--- src/rtl/bcd_nibble_select.sv ---
// Two-digit display formatter: shows an 8-bit switch value as hex or as decimal
// tens/ones (double-dabble), with a debounced push-button toggling the mode.
//   state   | meaning
//   IDLE    | waiting for sw or mode to differ from the last displayed job
//   CONVERT | double-dabble, one bit per cycle for 8 cycles
//   UPDATE  | register display outputs for the finished job
module bcd_nibble_select #(
  parameter int DEBOUNCE_CYCLES = 120000
) (
  input  logic       clk,
  input  logic       rst,
  input  logic [7:0] sw,
  input  logic       switch,
  output logic [3:0] nibbleMS,
  output logic [3:0] nibbleLS,
  output logic       decimalMode,
  output logic       overflow,
  output logic       busy
);

  localparam int CW = $clog2(DEBOUNCE_CYCLES);
  localparam logic [CW-1:0] DB_LAST = CW'(DEBOUNCE_CYCLES - 1);

  typedef enum logic [1:0] {IDLE, CONVERT, UPDATE} state_t;

  state_t state, state_nxt;

  logic [7:0]    sw_meta, sw_sync;
  logic          btn_meta, btn_sync;
  logic [CW-1:0] db_cnt;
  logic          btn_db, btn_db_d;
  logic [7:0]    last_value;
  logic          last_mode;
  logic [19:0]   work, work_adj;
  logic [2:0]    iter;
  logic          start;

  always_ff @(posedge clk or posedge rst) begin
    if (rst) begin
      sw_meta  <= '0;
      sw_sync  <= '0;
      btn_meta <= 1'b0;
      btn_sync <= 1'b0;
    end else begin
      sw_meta  <= sw;
      sw_sync  <= sw_meta;
      btn_meta <= switch;
      btn_sync <= btn_meta;
    end
  end

  // Any sample agreeing with the debounced level restarts the count.
  always_ff @(posedge clk or posedge rst) begin
    if (rst) begin
      db_cnt      <= '0;
      btn_db      <= 1'b0;
      btn_db_d    <= 1'b0;
      decimalMode <= 1'b0;
    end else begin
      if (btn_sync == btn_db) begin
        db_cnt <= '0;
      end else if (db_cnt == DB_LAST) begin
        btn_db <= btn_sync;
        db_cnt <= '0;
      end else begin
        db_cnt <= db_cnt + 1'b1;
      end
      btn_db_d <= btn_db;
      if (btn_db && !btn_db_d) decimalMode <= ~decimalMode;
    end
  end

  assign start = (sw_sync != last_value) || (decimalMode != last_mode);

  always_ff @(posedge clk or posedge rst) begin
    if (rst) state <= IDLE;
    else     state <= state_nxt;
  end

  always_comb begin
    state_nxt = state;
    case (state)
      IDLE:    if (start) state_nxt = decimalMode ? CONVERT : UPDATE;
      CONVERT: if (iter == 3'd7) state_nxt = UPDATE;
      UPDATE:  state_nxt = IDLE;
      default: state_nxt = IDLE;
    endcase
  end

  always_comb begin
    busy = (state == CONVERT);
  end

  always_comb begin
    work_adj = work;
    if (work[19:16] >= 4'd5) work_adj[19:16] = work[19:16] + 4'd3;
    if (work[15:12] >= 4'd5) work_adj[15:12] = work[15:12] + 4'd3;
    if (work[11:8]  >= 4'd5) work_adj[11:8]  = work[11:8]  + 4'd3;
  end

  always_ff @(posedge clk or posedge rst) begin
    if (rst) begin
      last_value <= '0;
      last_mode  <= 1'b0;
      work       <= '0;
      iter       <= '0;
      nibbleMS   <= '0;
      nibbleLS   <= '0;
      overflow   <= 1'b0;
    end else begin
      case (state)
        IDLE: begin
          if (start) begin
            last_value <= sw_sync;
            last_mode  <= decimalMode;
            work       <= {12'd0, sw_sync};
            iter       <= '0;
          end
        end
        CONVERT: begin
          work <= work_adj << 1;
          iter <= iter + 3'd1;
        end
        UPDATE: begin
          if (last_mode) begin
            nibbleMS <= work[15:12];
            nibbleLS <= work[11:8];
            overflow <= (work[19:16] != 4'd0);
          end else begin
            nibbleMS <= last_value[7:4];
            nibbleLS <= last_value[3:0];
            overflow <= 1'b0;
          end
        end
        default: ;
      endcase
    end
  end

endmodule
--- config.mk ---
export PLATFORM = sky130hd
export DESIGN_NAME = bcd_nibble_select
export DESIGN_NICKNAME = d
export VERILOG_FILES = /design/src/rtl/bcd_nibble_select.sv
export SDC_FILE = /design/constraint.sdc
export NUM_CORES = 1
export LEC_CHECK = 0
export BUFFER_PORTS_ARGS = -buffer_cell sky130_fd_sc_hd__buf_2
export CAP_MARGIN = 15
export CORE_MARGIN = 1.5
export CORE_UTILIZATION = 45
export DETAILED_ROUTE_END_ITERATION = 10
export PLACE_DENSITY_LB_ADDON = 0.25
export SLEW_MARGIN = 0
export SYNTH_ARGS = -nofsm -noshare
export SYNTH_HDL_FRONTEND = slang
export SYNTH_SLANG_ARGS = --single-unit
--- constraint.sdc ---
create_clock -name clk -period 2.7 [get_ports clk]
set_clock_uncertainty 0.05 [all_clocks]
set_input_delay 0.135 -clock clk [delete_from_list [all_inputs] [get_ports clk]]
set_output_delay 0.135 -clock clk [all_outputs]
set_load 0.01 [all_outputs]
==> flow_summary.yaml <==
pwr:
  p_leak_nw: 1.84
  peakVddDrop_v: 0.000358
  powerDensity_nw_per_um2: 683
critical_path:
  crit_family: "buffers and inverters"
  cp_max_fo: 14
  cp_num_buf_inv: 3
  start_kind: "flip-flop"
  crit_top_cell: "clkinv_1"
  r2r_slack_ns: 0.66
  r2r_start: "last_mode$_DFFE_PP0P_"
  crit_path_end_kind: "output pin"
  cp_data_required_time_ns: 2.52
  reg2reg_depth: 4
  cp_slowest_cell: "dfrtp_1"
  crit_type: "flip-flop to output pin"
  crit_path_start: "state[1]$_DFFE_PP0P_"
  crit_chain: "clkinv_1, nand2_1, clkinv_1, buf_2"
  arrival_ns: 2.05
  worstReg2RegEnd: "work[6]$_DFFE_PP0P_"
  cpPeakStageDelay_ns: 0.64
finish:
  drive_gt1_share_pct: 19.3
  layout.nets: 372
  antennaDiodeCount: 0
  area_delta_synth_final_pct: 15.0
routing:
  num_vias: 2421
  drc: 0
  wl_mm: 6.61
  wl_per_cell_um: 14.4
  dr.pass1.iters: 7
  vias_per_cell: 5.27
  drt_iter0_drc: 138
  ant_nets: 0
clock_tree:
  clk_pin_slew_ns: 0.09
  cts_setup_buffers: 0
  cts_buffers: 9
  hold_buffers: 10
  clock_latency_ns: 0.35
  clkSinkCount: 81
  htree_levels: 3
  cts.repair.resized: 0
  clockBufferDepth: 2
  root_buffer: "clkbuf_8"
  cts_tree: "built"
sta:
  whs_ns: 0.190
  fin_crit_sh_pct: 82.6
  hold_viol_final: 0
  clock.fmax_ghz: 0.448
  setup_viol_count_final: 0
  slew_violations: 0
  min_period_ns: 2.23
  worstMarginPinSlew_ns: 0.686
  rsz0062_at_grt: "no"
  relSlewSlack_pct: 54.1
  final.setup.tns_ns: 0
status:
  outcome: "completed"
yosys:
  ys.flop_type: "dfrtp_1"
  avgSynthCellArea_um2: 11.6
  yosys.area.top_type_share_pct: 56.0
  yosysMostFrequentCell: "dfrtp_1"
  synth_nets: 332
  netlist_instances: 312
  yosys-top-cells-area: "dfrtp_1 56%, nand2_1 3.4%, mux2_2 3.4%"
  synth_commonest_cells: "81 x dfrtp_1, 33 x nand2_1, 23 x nor2_1"
  yosysSeqAreaShare_pct: 56.0
  yosys.area.top_type: "dfrtp_1"
  ys_seq_elements: 81
  synth_edf_count: 0
  synth_area_um2: 3620
  async_flop_share_pct: 100
  ys_warn_count: 0
  synth_cell_types: 44
placement:
  io_buffers: 21
  place.gp.congestion: 0.813
  post-dp-hpwl_mm: 4.49
min_path:
  min_path_type: "input pin to async pin"
grt:
  grt-ovfl-total: 0
  met2_usage_pct: 26.5
  grt_start_max_net_pins: 62
  grtUsageTotal_pct: 17.0
  gr-usage-met3_pct: 3.78
  grt_first_pass_wirelength_mm: 11.2
  grt_pass1_vias: 2397
  antenna_found_initial: 0
  use_met1_pct: 23.4
  busiest_layer: "met2"
die:
  start_util_pct: 46.6
  die_w_um: 92.7
  io-pin-count: 22
  die_y_um: 92.7
  die-area_um2: 8590
  num_rows: 32
  core-area_um2: 7770
run:
  drv_cap: 0
==> metrics by stage <==
stage	instance area, µm²	setup slack, ns	total power, mW	util (%)	instances
6_report	4160	0.469	2.85	53.6	459
5_1_grt	4160	0.289	3.00	53.6	459
4_1_cts	4140	0.459	2.87	53.3	458
3_5_place_dp	3850	0.701	2.02	49.5	432
3_3_place_gp	3850	0.707	2.01	49.5	432
2_1_floorplan	3620	0.435	1.85	-	312
==> worst register-to-register path: cells and delay by family, from the launching register on <==
| family | cells | cell delay, ns |
|---|---|---|
| compound gates | 1 | 0.38 |
| flops | 1 | 0.57 |
| xor+xnor | 1 | 0.24 |
| simple gates | 2 | 0.68 |
==> cell type report <==
type	count	area (µm²)
clock buffer	10	138
inverter	13	50.0
clock inverter	6	50.0
timing repair buffer	37	270
tap	102	128
fill	684	3600
multi-input combinational	210	1500
sequential	81	2030
==> cell usage in the layout (no fill, tap or decap), drive strengths merged, types with 11 or more instances in the layout <==
| master | n |
|---|---|
| mux2 | 11 |
| o21ai | 13 |
| dfrtp | 81 |
| nor2 | 23 |
| buf | 27 |
| xor2 | 14 |
| a22o | 11 |
| xnor2 | 14 |
| nand2 | 34 |
| inv | 13 |
==> routing by layer <==
metal | vias up | part of all wire, %
li1 | 1191 | -
met1 | 1176 | 48
met2 | 45 | 46
met3 | 9 | 4.1
met4 | 0 | 1.6
met5 | - | 0
==> worst max path at each step <==
| stage | endpoint | slack (ns) | depth (start not counted) |
|---|---|---|---|
| global route | busy | 0.29 | 4 |
| global placement | work[7]$_DFFE_PP0P_ | 0.71 | 4 |
| CTS | busy | 0.46 | 4 |
| floorplan | btn_db$_DFFE_PP0P_ | 0.43 | 1 |
| detailed placement | work[5]$_DFFE_PP0P_ | 0.70 | 4 |
| finish | busy | 0.47 | 4 |
==> sequential cells by signal (all words and copies together) (netlist names) <==
name	count
state	2
btn_db_d	1
nibbleMS	4
sw_sync	8
iter	3
btn_sync	1
overflow	1
decimalMode	1
last_mode	1
last_value	8
sw_meta	8
work	20
btn_db	1
db_cnt	17
nibbleLS	4
btn_meta	1
==> where the power goes <==
group,switching [mW],internal [mW]
Sequential,0.153,1.38
Clock,0.468,0.372
Combinational,0.252,0.221
==> cell families (layout without fill, tap and decap cells) <==
| kind of cell | count (synthesis) | count (layout) | share of synthesized area [%] |
|---|---|---|---|
| adder cells (fa/ha/maj) | 9 | 9 | 3.11 |
| AO/OA/AOI/OAI | 56 | 56 | 12.4 |
| XOR/XNOR | 28 | 28 | 6.78 |
| buffers and inverters | 21 | 66 | 2.52 |
| multiplexers | 20 | 20 | 5.91 |
| flip-flops | 81 | 81 | 56.0 |
| AND/OR/NAND/NOR | 97 | 97 | 13.3 |
(Power assumes the default switching activity.)
